## config.mk

```make
export PLATFORM = sky130hd
export DESIGN_NAME = variable_seq_gen
export DESIGN_NICKNAME = d
export VERILOG_FILES = /design/src/rtl/variable_seq_gen.sv
export SDC_FILE = /design/constraint.sdc
export NUM_CORES = 1
export LEC_CHECK = 0
export CORE_UTILIZATION = 40
export DETAILED_ROUTE_END_ITERATION = 12
export GPL_TIMING_DRIVEN = 0
export HOLD_SLACK_MARGIN = 0.02
export PLACE_DENSITY = 0.63
export SLEW_MARGIN = 20
export SYNTH_ARGS = -nofsm -noshare
export SYNTH_HDL_FRONTEND = slang
export SYNTH_SLANG_ARGS = --single-unit
export TNS_END_PERCENT = 100
```

## constraint.sdc

```tcl
create_clock -name clk -period 3.9 [get_ports clk]
set_input_delay 1.17 -clock clk [delete_from_list [all_inputs] [get_ports clk]]
set_output_delay 1.17 -clock clk [all_outputs]
set_load 0.01 [all_outputs]
```

## src/rtl/variable_seq_gen.sv

```systemverilog
// variable_seq_gen: serial pattern transmitter feeding the variable sequence
// detector. A loaded DATA_SIZE-bit pattern is shifted out LSB first as frames,
// with a programmable repeat count, an idle gap between frames, abort, and a
// start/busy/done handshake. All outputs are registered, and they are computed
// from the next state, so they line up with the state the FSM is in.
//
// Optional feature: define SEQ_GEN_PARITY_EN to append an even-parity bit
// (^pattern) as one extra valid cycle at the end of each frame.
module variable_seq_gen #(
  parameter int DATA_SIZE = 4,
  parameter int CNT_W     = 8,
  parameter int GAP_W     = 4
) (
  input  logic                 clk,
  input  logic                 reset,
  input  logic [DATA_SIZE-1:0] seq_in,
  input  logic                 load,
  input  logic                 start,
  input  logic [CNT_W-1:0]     repeat_cnt,
  input  logic [GAP_W-1:0]     gap_len,
  input  logic                 abort,
  output logic [DATA_SIZE-1:0] reg_loaded,
  output logic                 d_out,
  output logic                 d_valid,
  output logic                 busy,
  output logic                 done
);

  localparam int IDX_W = $clog2(DATA_SIZE);
  localparam logic [IDX_W-1:0] LAST_IDX = IDX_W'(DATA_SIZE - 1);

  localparam logic [1:0] IDLE  = 2'd0;
  localparam logic [1:0] SHIFT = 2'd1;
  localparam logic [1:0] GAP   = 2'd2;
  localparam logic [1:0] DONE  = 2'd3;

  logic [1:0]           state;
  logic [DATA_SIZE-1:0] tx_pat;
  logic [IDX_W-1:0]     bit_idx;
  logic [IDX_W-1:0]     next_idx;
  logic [CNT_W-1:0]     rep_left;
  logic [GAP_W-1:0]     gap_cnt;
  logic                 frame_end;

`ifdef SEQ_GEN_PARITY_EN
  logic                 par_phase;
`endif

  // bit_idx always names the bit currently on d_out; next_idx is the one after
  assign next_idx = bit_idx + IDX_W'(1);

  // The last valid cycle of a frame: the parity cycle when enabled, else the MSB
`ifdef SEQ_GEN_PARITY_EN
  assign frame_end = par_phase;
`else
  assign frame_end = (bit_idx == LAST_IDX);
`endif

  // Pattern register: load is honoured in every state, reset wins
  always_ff @(posedge clk) begin
    if (reset) begin
      reg_loaded <= '0;
    end else if (load) begin
      reg_loaded <= seq_in;
    end
  end

  // Transmit FSM plus registered outputs; abort beats every frame-end decision
  always_ff @(posedge clk) begin
    if (reset) begin
      state    <= IDLE;
      tx_pat   <= '0;
      bit_idx  <= '0;
      rep_left <= '0;
      gap_cnt  <= '0;
      d_out    <= 1'b0;
      d_valid  <= 1'b0;
      busy     <= 1'b0;
      done     <= 1'b0;
`ifdef SEQ_GEN_PARITY_EN
      par_phase <= 1'b0;
`endif
    end else begin
      case (state)
        IDLE: begin
          d_out   <= 1'b0;
          d_valid <= 1'b0;
          busy    <= 1'b0;
          done    <= 1'b0;
          if (start) begin
            // A load in the same cycle as start is used for the first frame
            tx_pat   <= load ? seq_in : reg_loaded;
            d_out    <= load ? seq_in[0] : reg_loaded[0];
            d_valid  <= 1'b1;
            busy     <= 1'b1;
            bit_idx  <= '0;
            rep_left <= repeat_cnt;
            state    <= SHIFT;
          end
        end

        SHIFT: begin
          if (abort) begin
            state    <= IDLE;
            bit_idx  <= '0;
            rep_left <= '0;
            gap_cnt  <= '0;
            d_out    <= 1'b0;
            d_valid  <= 1'b0;
            busy     <= 1'b0;
            done     <= 1'b0;
`ifdef SEQ_GEN_PARITY_EN
            par_phase <= 1'b0;
`endif
          end else if (frame_end) begin
            bit_idx <= '0;
`ifdef SEQ_GEN_PARITY_EN
            par_phase <= 1'b0;
`endif
            if (rep_left == CNT_W'(1)) begin
              // Final frame of a counted run
              state   <= DONE;
              d_out   <= 1'b0;
              d_valid <= 1'b0;
              busy    <= 1'b0;
              done    <= 1'b1;
            end else begin
              // rep_left of zero means continuous mode and is never decremented
              if (rep_left != '0) begin
                rep_left <= rep_left - CNT_W'(1);
              end
              if (gap_len == '0) begin
                // Back-to-back: next frame picks up the current pattern
                tx_pat <= reg_loaded;
                d_out  <= reg_loaded[0];
              end else begin
                state   <= GAP;
                gap_cnt <= gap_len;
                d_out   <= 1'b0;
                d_valid <= 1'b0;
              end
            end
          end
`ifdef SEQ_GEN_PARITY_EN
          else if (bit_idx == LAST_IDX) begin
            par_phase <= 1'b1;
            d_out     <= ^tx_pat;
          end
`endif
          else begin
            bit_idx <= next_idx;
            d_out   <= tx_pat[next_idx];
          end
        end

        GAP: begin
          if (abort) begin
            state    <= IDLE;
            bit_idx  <= '0;
            rep_left <= '0;
            gap_cnt  <= '0;
            d_out    <= 1'b0;
            d_valid  <= 1'b0;
            busy     <= 1'b0;
            done     <= 1'b0;
          end else if (gap_cnt == GAP_W'(1)) begin
            // Gap over: reload so a pattern loaded meanwhile takes effect now
            state   <= SHIFT;
            tx_pat  <= reg_loaded;
            bit_idx <= '0;
            d_out   <= reg_loaded[0];
            d_valid <= 1'b1;
            gap_cnt <= '0;
          end else begin
            gap_cnt <= gap_cnt - GAP_W'(1);
          end
        end

        DONE: begin
          state   <= IDLE;
          done    <= 1'b0;
          d_out   <= 1'b0;
          d_valid <= 1'b0;
          busy    <= 1'b0;
        end

        default: begin
          state   <= IDLE;
          d_out   <= 1'b0;
          d_valid <= 1'b0;
          busy    <= 1'b0;
          done    <= 1'b0;
        end
      endcase
    end
  end

endmodule

```

==> out/results.tsv <==
metric	value	unit
status	complete, no violations	
Synth area leader	dfxtp_1	
first-pass iteration count of the detailed router	4	
Total GRT Usage	20.3	%
vias in the first global route	1689	
endpoints failing setup	0	
ranking of synthesized cells by area	dfxtp_1 (28%), ha_1 (7.0%), mux2i_1 (5.1%)	
Layout area overhead	21.6	%
syn avg cell area	8.83	sq um
Ant. Diodes	0	
Design Power	0.839	mW
nature of the critical path startpoint	primary input	
Mapped Cells	223	
top-area cell type share of the netlist area	28.5	%
Finished Layout Cells	321	
Rows	25	
routed len/inst	15.5	um
crit path kind	in -> reg	
fin nets	287	
Tightest Pin Transition	0.764	ns
TNS Setup	0	ns
initial detailed-routing violation count	111	
Final ANT Viol Nets	0	
Worst EP arrival	3.09	ns
share of cells above drive strength 1	10.2	%
Slew HR	49.0	%
DP Wirelength	3610	um
Die Y	72.2	um
final hold vios	0	
ys flop type	dfxtp_1	
peak supply drop	154	uV
CTS Buf Count	3	
library cells used by synthesis	55	
clock buffer depth	2	
Final Instance Area	0.00239	sq mm
hold_buf cts	0	
Detailed Route WL	4960	um
htree depth	1	
clk sinks	28	
crit path max fanout	10	
total number of vias	1798	
TritonCTS clock tree	built	
count leader, synth	dfxtp_1	
fmax	0.346	GHz
clk_skew	0.00363	ns
routability congestion estimate	0.853	
Post-CTS Setup Inserts	0	
slowest CP cell	nor2_1	
first-pass GRT wire length	8280	um
largest net degree at the start of global routing	17	
post-synthesis instance area	0.00197	sq mm
Yosys reg bits	28	
grt ovf	0	
vias per inst	5.60	
final worst path period share	74.2	%
RSZ-0062 raised after global routing	false	
sum of buffers and inverters on the critical path	2	
DRC errors left	0	
ys async rst share	0	%
crit-path max cell delay	0.53	ns
CTS resizes	0	
PwrDens	350	mW/mm^2
Placed Cells	317	
Synth top cells by count	dfxtp_1 (28), nor2_1 (19), a21oi_1 (16), nand2_1 (16), inv_1 (12)	
Slew Viols, Final	0	
clk root buf	clkbuf_8	
Syn Nets	255	
die width	72.2	um
cell chain of the critical path	clkdlybuf4s50_1 > buf_2 > nand2b_1 > nor2_1 > a22oi_1 > a211oi_1	
synth warn	0	
WP data required	4.10	ns
Max Cap Viol	0	
critical path's top delay family	simple AND/OR/NAND/NOR gates	
worst hold path class	reg -> reg	
Ports	29	
initial core utilization	41.7	%
Die ar.	0.00521	sq mm
Worst Setup End Kind	flip-flop	
antenna violations before repair	0	
Area after DPL	0.00232	sq mm
Leakage Power	0.881	nW
Clock Latency Late Sink	0.28	ns
PortBufs	27	
fin crit period	2.89	ns
core area	0.00472	sq mm
Post-synth EDFFs	0	
Seq/Total Area, Yosys	28.5	%
clk slew on worst S/H paths	0.10	ns
[metal layers]
layer,share of wire [%],global-route usage [%]
met5,0,0
met4,0.30,4.79
met3,3.2,4.03
met2,45,30.8
met1,51,29.5
[through the flow]
stage / hold WS (ns) / utilization (%) / setup slack, ns
floorplan: 0.436 / - / 1.38
global placement: 0.440 / 49.2 / 0.700
detailed placement: 0.445 / 49.2 / 0.714
CTS: 0.460 / 50.7 / 1.02
global route: 0.472 / 50.7 / 0.876
finish: 0.456 / 50.7 / 1.01
[flip-flops by register name (all words and copies together) (netlist names)]
name	cells
gap_cnt	4
rep_left	8
d_valid	1
busy	1
tx_pat	4
d_out	1
done	1
state	2
reg_loaded	4
bit_idx	2
[worst min-delay path, delay by kind of cell (launching register included)]
family | cells | cell delay, ns
compound gates | 1 | 0.05
flops | 1 | 0.32
simple gates | 1 | 0.05
[cell type report]
cell class | count | area, sq um
timing repair buffer | 27 | 270
fill | 472 | 2330
clock buffer | 3 | 41.3
inverter | 14 | 52.6
clock inverter | 1 | 30.0
multi-input combinational | 169 | 1280
sequential | 28 | 561
tap | 67 | 83.8
buffer | 12 | 76.3
[power by group]
group / internal (mW) / switching [mW] / total, mW
Clock: 0.138 / 0.0991 / 0.237
Sequential: 0.311 / 0.0249 / 0.336
Combinational: 0.122 / 0.145 / 0.267
[logic make-up after synthesis]
family | Yosys count | synth area share [%]
buffers and inverters | 26 | 6.54
multiplexers | 14 | 7.94
AO/OA/AOI/OAI | 59 | 25.2
AND/OR/NAND/NOR | 84 | 24.5
XOR/XNOR | 1 | 0.445
adder cells (fa/ha/maj) | 11 | 6.99
flip-flops | 28 | 28.5
[cell usage in the layout, fill, tap and decap left out, drive strengths merged, types with 6 or more instances in the layout]
cell type and n:
ha 11, o21ai 6, nor4 11, nor2b 9
dfxtp 28, o32ai 6, mux2i 10, nand2b 6
nor2 19, inv 13, clkdlybuf4s50 27, nand2 16
a21oi 16, clkbuf 10
[worst paths after layout]
kind                                from     endpoint  slack, ns  cells after the start
worst max-delay path               abort   gap_cnt[0]       1.01                      6
worst min-delay path                done         done       0.46                      2
worst max register to register  state[0]  rep_left[0]       1.66                      7
worst min register to register      done         done       0.46                      2
No activity file was read; power rests on OpenSTA's default activity.
